`config.mk`:
```
export PLATFORM = sky130hd
export DESIGN_NAME = sync_debounce_flat
export DESIGN_NICKNAME = d
export VERILOG_FILES = /design/src/rtl/sync_debounce_if.sv /design/src/rtl/sync_debounce.sv /design/src/flat_wrapper.sv
export SDC_FILE = /design/constraint.sdc
export NUM_CORES = 1
export LEC_CHECK = 0
export BUFFER_PORTS_ARGS = -buffer_cell sky130_fd_sc_hd__clkbuf_2
export CORE_UTILIZATION = 60
export DETAILED_ROUTE_END_ITERATION = 16
export PLACE_DENSITY = 0.91
export SETUP_SLACK_MARGIN = 0.05
export SLEW_MARGIN = 20
export SYNTH_ARGS = -nofsm -noshare
export SYNTH_HDL_FRONTEND = slang
export SYNTH_SLANG_ARGS = --single-unit
```
`constraint.sdc`:
```
create_clock -name clk -period 5.6 [get_ports clk]
set_clock_uncertainty 0.1 [all_clocks]
set_input_delay 0 -clock clk [delete_from_list [all_inputs] [get_ports clk]]
set_output_delay 0 -clock clk [all_outputs]
set_load 0.01 [all_outputs]
```
`src/rtl/sync_debounce_if.sv`:
```
// sync_debounce_if: signal bundle between a debounced-input consumer and sync_debounce.
// The master side drives the raw level and controls; the slave side returns the filtered results.
interface sync_debounce_if #(
    parameter int CNT_WIDTH = 16,
    parameter int EVT_WIDTH = 16
);
    logic                 s_in;
    logic [CNT_WIDTH-1:0] debounce_cycles;
    logic                 evt_clr;
    logic                 level;
    logic                 rise;
    logic                 fall;
    logic [EVT_WIDTH-1:0] evt_cnt;

    modport master (
        output s_in, debounce_cycles, evt_clr,
        input  level, rise, fall, evt_cnt
    );

    modport slave (
        input  s_in, debounce_cycles, evt_clr,
        output level, rise, fall, evt_cnt
    );
endinterface

```
`src/rtl/sync_debounce.sv`:
```
// sync_debounce: persistence filter on a synchronized 1-bit level.
// Produces the qualified level, one-cycle rise/fall strobes and a saturating transition count.
module sync_debounce #(
    parameter bit INIT      = 1'b0,
    parameter int CNT_WIDTH = 16,
    parameter int EVT_WIDTH = 16
) (
    input logic            clk,
    input logic            rst_n,
    sync_debounce_if.slave bus
);
    typedef enum logic {STABLE, CHECK} state_t;

    state_t               state_q, state_d;
    logic [CNT_WIDTH-1:0] cnt_q, cnt_d;
    logic                 level_q, level_d;
    logic                 rise_q, rise_d;
    logic                 fall_q, fall_d;
    logic [EVT_WIDTH-1:0] evt_cnt_q, evt_cnt_d;
    logic                 differ, commit, pending;

    // Threshold is compared live, so lowering it mid-check commits on the next differing edge.
    always_comb begin
        differ    = bus.s_in != level_q;
        commit    = differ && (state_q == STABLE ? bus.debounce_cycles == '0
                                                 : cnt_q >= bus.debounce_cycles);
        pending   = differ && !commit;
        state_d   = pending ? CHECK : STABLE;
        cnt_d     = pending ? (state_q == STABLE ? CNT_WIDTH'(1) : cnt_q + CNT_WIDTH'(1)) : '0;
        level_d   = level_q ^ commit;
        rise_d    = commit && !level_q;
        fall_d    = commit && level_q;
        evt_cnt_d = bus.evt_clr ? '0
                  : (commit && evt_cnt_q != '1) ? evt_cnt_q + EVT_WIDTH'(1) : evt_cnt_q;
    end

    always_ff @(posedge clk or negedge rst_n) begin
        if (!rst_n) begin
            state_q   <= STABLE;
            cnt_q     <= '0;
            level_q   <= INIT;
            rise_q    <= 1'b0;
            fall_q    <= 1'b0;
            evt_cnt_q <= '0;
        end else begin
            state_q   <= state_d;
            cnt_q     <= cnt_d;
            level_q   <= level_d;
            rise_q    <= rise_d;
            fall_q    <= fall_d;
            evt_cnt_q <= evt_cnt_d;
        end
    end

    assign bus.level   = level_q;
    assign bus.rise    = rise_q;
    assign bus.fall    = fall_q;
    assign bus.evt_cnt = evt_cnt_q;
endmodule

```
`src/flat_wrapper.sv`:
```
// flat-port wrapper written by rule: the top's interface ports become plain ports
module sync_debounce_flat 
#(
    parameter bit INIT      = 1'b0,
    parameter int CNT_WIDTH = 16,
    parameter int EVT_WIDTH = 16
)
  (clk, rst_n, bus_s_in, bus_debounce_cycles, bus_evt_clr, bus_level, bus_rise, bus_fall, bus_evt_cnt);
  sync_debounce_if #(.CNT_WIDTH(CNT_WIDTH), .EVT_WIDTH(EVT_WIDTH)) bus_i ();
  input logic clk;
  input logic rst_n;
  input wire logic [$bits(bus_i.s_in)-1:0] bus_s_in;
  input wire logic [$bits(bus_i.debounce_cycles)-1:0] bus_debounce_cycles;
  input wire logic [$bits(bus_i.evt_clr)-1:0] bus_evt_clr;
  output wire logic [$bits(bus_i.level)-1:0] bus_level;
  output wire logic [$bits(bus_i.rise)-1:0] bus_rise;
  output wire logic [$bits(bus_i.fall)-1:0] bus_fall;
  output wire logic [$bits(bus_i.evt_cnt)-1:0] bus_evt_cnt;
  assign bus_i.s_in = bus_s_in;
  assign bus_i.debounce_cycles = bus_debounce_cycles;
  assign bus_i.evt_clr = bus_evt_clr;
  assign bus_level = bus_i.level;
  assign bus_rise = bus_i.rise;
  assign bus_fall = bus_i.fall;
  assign bus_evt_cnt = bus_i.evt_cnt;
  sync_debounce #(.INIT(INIT), .CNT_WIDTH(CNT_WIDTH), .EVT_WIDTH(EVT_WIDTH)) u_core (.clk(clk), .rst_n(rst_n), .bus(bus_i));
endmodule
```
# --- Word level (Yosys, flattened, before mapping) ---
# Index checks and enable logic that the tools add are counted.
op_classes:
  add_sub_neg: 2
  order_cmp: 1
  n_eq_ne: 2
  n_mux: 6
  n_bitwise: 1
  reduce_logical: 9
ops:
  columns: ["operator", "count"]
  rows:
  - ["$mux W16", 4]
  - ["$add A16 B1 Y16 const B", 2]
  - ["$ge A16 B16 Y1", 1]
  - ["$logic_not A16 Y1", 1]
  - ["$ne A16 B16 Y1 const B", 1]
  - ["$logic_and A1 B1 Y1", 5]
  - ["$logic_not A1 Y1", 2]
  - ["$mux W1", 2]
  - ["$reduce_bool A2 Y1", 1]
  - ["$ne A1 B1 Y1", 1]
  - ["$xor A1 B1 Y1", 1]
word_totals:
  register_bits: 36
  inputBits: 20
  output_inout_bits: 19
  elab_cells: 27

# --- Longest topological paths before layout ---
depth:
  word_depth: 6
  ltp_mapped: 10
  depth_no_buf: 8

# --- Worst setup path before layout ---
# OpenSTA, ideal clock, no wires.
synth_timing:
  path_kind: "register to register"
  start: "register u_core.cnt_q[0]"
  end: "register (tool-made name)"
  setup_time_ps: 128
  arrival_ps: 2363
  t_required_ps: 5372
  setup_slack_ps: 3010
  path_stages_with_launch: 10
  n_path_buf: 1
  period_less_slack_ps: 2590
  cell_sequence: "dfrtp_1 > inv_1 > ha_1 > nand2b_1 > a2111oi_0 > o21ai_1 > a2111oi_4 > buf_2 > nor2_1 > mux2_1"
synth_lines:
  columns: ["item", "line", "source"]
  rows:
  - ["start: declaration", "sync_debounce.sv:15", "logic [CNT_WIDTH-1:0] cnt_q, cnt_d;"]
  - ["start signal: assignment", "sync_debounce.sv:47", "cnt_q <= cnt_d;"]

# --- Final worst setup path ---
layout_timing:
  start: "register u_core.cnt_q[0]"
  end: "register u_core.cnt_q[13]"
layout_between:
  elab_chain_cells: 6
  word_cells_on_any_way: 8
  cone_classes: "add/sub (1); order compare (1); mux (3); reduce/logical (3)"
layout_lines:
  columns: ["item", "line", "source"]
  rows:
  - ["$ge A16 B16 Y1", "sync_debounce.sv:26", ": cnt_q >= bus.debounce_cycles);"]
  - ["$mux W1", "sync_debounce.sv:25", "commit = differ && (state_q == STABLE ? bus.debounce_cycles == '0"]
  - ["$logic_and A1 B1 Y1", "sync_debounce.sv:25", null]
  - ["$logic_not A1 Y1", "sync_debounce.sv:27", "pending = differ && !commit;"]
  - ["$logic_and A1 B1 Y1", "sync_debounce.sv:27", null]
  - ["$mux W16 (*)", "sync_debounce.sv:29", "cnt_d = pending ? (state_q == STABLE ? CNT_WIDTH'(1) : cnt_q + CNT_WIDTH'(1)) : '0;"]
  - ["net u_core.cnt_d[13]", "sync_debounce.sv:15", null]
# Mark *: on every way through the listed nets, which the timed path passes. The rest lies on a longest branch.
# A chain may end at the register's enable or synchronous reset.

==> impl_metrics.yaml <==
timing:
  rsz0062_at_grt: "false"
  post-route-period-util_pct: 52.4
  fmax_mhz: 341
  worst_pin_slew_ns: 0.859
  relSlewSlack_pct: 42.7
  slew_viol_final: 0
  setup_viol: 0
  hold_viol_final: 0
  period_minus_slack_ns: 2.93
  fin_tns_setup_ns: 0
logic_synthesis:
  syn-instance-count: 241
  ys_seq_area_share_pct: 40.5
  syn-num-nets: 279
  synthArstFlopShare_pct: 100
  yosys.area.top_type: "dfrtp_1"
  ys_seq_elements: 36
  ys_warn_count: 0
  ys.flop_type: "dfrtp_1"
  syn_area_mm2: 0.00222
  ys_types: 36
  yosys.area.top_type_share_pct: 40.5
  synth_area_per_cell_um2: 9.23
  yosys-top-cells-area: "dfrtp_1, ha_1, a21oi_1"
  synth_edf_count: 0
detailed_routing:
  route.vias.total: 1975
  routed_wl_um: 4760
  wl_per_cell_um: 14.5
  antenna_left: 0
  viasPerCell: 6.02
  drtIter0Drc: 68
  drc: 0
  drtPass1Iterations: 5
outcome:
  status: "completed"
pwr:
  power.density_mw_per_mm2: 262
  netSwitchingPower_w: 0.000228
  power_leakage_nw: 1.20
  pwr-share-comb_pct: 26.9
  seq_power_share_pct: 44.8
  power.internal_w: 0.000440
  p_clk_share_pct: 28.3
  peakVddDrop_v: 0.000203
  netSwitchingFraction_pct: 34.1
  totalPowerFinal_w: 0.000668
cells_and_area:
  layout-drive-gt1-share_pct: 16.3
  area_growth_pct: 14.8
  num_antenna_cells: 0
  layout.nets: 319
  nFillCells: 290
floorplan:
  die_w_um: 62.9
  rows: 21
  ios: 39
  die-area_mm2: 0.00395
  start_util_pct: 64.6
  core_area_mm2: 0.00344
  die_y_um: 62.9
clock_tree:
  post_cts_resized: 0
  cts-htree-levels: 2
  root_buffer: "clkbuf_8"
  cts_buffers: 5
  tritoncts: "built"
  clk_pin_slew_ns: 0.07
  clk_latency_ns: 0.29
  cts.sinks: 36
  clk_path_buf_depth: 2
worst_setup_path:
  cp-start-kind: "flop"
  crit_path_max_incr_delay_ns: 0.42
  crit_fanout: 34
  crit_path_end_kind: "flop"
  crit_path_top_delay_cell: "a2111oi_0"
  cp_common_cell: "nand2b_1"
  worstPathRequired_ns: 5.71
  crit_arrival_ns: 3.04
  critical_path.cell_chain: "inv_1 -> ha_1 -> nand2b_1 -> a2111oi_0 -> o21ai_1 -> a2111oi_4 -> buf_4 -> nand2b_1 -> nor2_1"
  crit_type: "flop to flop"
global_routing:
  grt_max_degree: 37
  grt_use_total_pct: 27.4
  grt-ovfl-total: 0
  antenna_found_initial: 0
  grt_pass1_wl_um: 8330
  first_global_vias: 1907
placement:
  port_buffers: 38
  hpwl_um: 3560
  gp_congestion: 0.864
job:
  cap_violations: 0
worst_hold_path:
  hp-class: "primary input to flop"
layout by cell type, fill, tap and decap left out, types with 2 or more instances in the layout:
cell type       n
nand4_1        11
nand2_1         6
and3_1          5
and4_1          2
mux2_1          3
clkbuf_8        6
a211oi_1        2
or4_1           6
nor2b_1         3
clkbuf_1        2
nor4_1          5
nand2b_1        3
clkbuf_2       38
nand3_1        16
dlygate4sd3_1   2
o21a_1          2
a21oi_1        18
nor4b_1         2
xnor2_1         6
o21ai_0         9
nor3_1          5
xor2_1          9
inv_1          18
o31ai_1         6
dfrtp_1        36
or3_1          10
ha_1           18
a21o_1          2
nor2_1         22
Yosys cell counts, drive strengths merged (2+ instances only):
library cell and number:
a2111oi 2, a211oi 2, a21o 2, a21oi 18, and3 5, and4 2
buf 6, clkbuf 2, dfrtp 36, ha 18, inv 18, mux2 3
nand2 6, nand2b 3, nand3 16, nand4 11, nor2 22, nor2b 3
nor3 5, nor4 5, nor4b 2, o21a 2, o21ai 10, o31ai 6
or3 10, or4 6, xnor2 6, xor2 9
worst max-delay path: cells and delay by family (launching register included):
kind	cells	cell delay (ns)
adders and majority gates	1	0.25
buffers and inverters	2	0.40
DFF	1	0.39
AOI/OAI and AO/OA	3	0.97
and+or+nand+nor	3	0.73
worst paths after layout:
kind	start	endpoint	slack [ns]	depth (start not counted)
setup / recovery	u_core.cnt_q[0]$_DFF_PN0_	u_core.cnt_q[13]$_DFF_PN0_	2.67	9
hold / removal	bus_evt_clr	u_core.bus.evt_cnt[0]$_DFFE_PN0P_	0.02	2
setup reg to reg	u_core.cnt_q[0]$_DFF_PN0_	u_core.cnt_q[13]$_DFF_PN0_	2.67	9
hold reg to reg	u_core.state_q$_DFF_PN0_	u_core.cnt_q[0]$_DFF_PN0_	0.42	1
max in group asynchronous	rst_n	u_core.bus.evt_cnt[12]$_DFFE_PN0P_	4.61	2
min in group asynchronous	rst_n	u_core.bus.rise$_DFF_PN0_	0.25	2
layout make-up:
cell class / count / area [um2] / area share (%)
tap: 46 / 57.6 / 2.25
inverter: 18 / 67.6 / 2.65
clock buffer: 8 / 90.1 / 3.53
multi-input combinational: 179 / 1220 / 47.7
timing repair buffer: 41 / 218 / 8.53
sequential: 36 / 901 / 35.3
logic make-up after synthesis:
kind of cell / synth area share (%)
xor gates and xnor gates: 5.91
AOI/OAI and AO/OA: 12.7
muxes: 1.52
adders and majority gates: 10.1
buffers and inverters: 4.67
DFF: 40.5
and+or+nand+nor: 24.5
per-stage QoR:
step           cells  util (%)  worst slack, ns  hold WS, ns  area, um2
3_5_place_dp     318      71.0             2.67       0.0603       2440
3_3_place_gp     318      71.0             2.84       0.0439       2440
2_1_floorplan    241         -             3.01       -0.396       2220
5_1_grt          328      74.2             2.39       0.0493       2550
6_report         328      74.2             2.67       0.0180       2550
4_1_cts          328      74.2             2.65      0.00931       2550
layer usage:
metal  GRT usage [%]  wire length [um]  up-vias
li1                -                 -      959
met3            6.02               229       10
met2            43.4              2290       55
met1            35.9              2120      951
met5               0                 0        -
met4            11.9               114        0
power groups by stage:
stage               sequential (W)  combinational, W  clock (W)
floorplan                 0.000303          0.000124          0
global placement          0.000302          0.000170          0
detailed placement        0.000304          0.000178          0
CTS                       0.000299          0.000180   0.000190
global route              0.000302          0.000202   0.000202
finish                    0.000299          0.000180   0.000189
registers in the layout (all words and copies together) (netlist names), named ones only:
| name | count |
|---|---|
| u_core.bus.evt_cnt | 16 |
| u_core.bus.fall | 1 |
| u_core.bus.rise | 1 |
| u_core.cnt_q | 16 |
| u_core.state_q | 1 |
what timing repair did:
item,in CTS,in global routing
endpoints found under the hold margin,39,0
hold buffers,2,0
buffers inserted,0,0
Power figures use the tool's default switching activity.
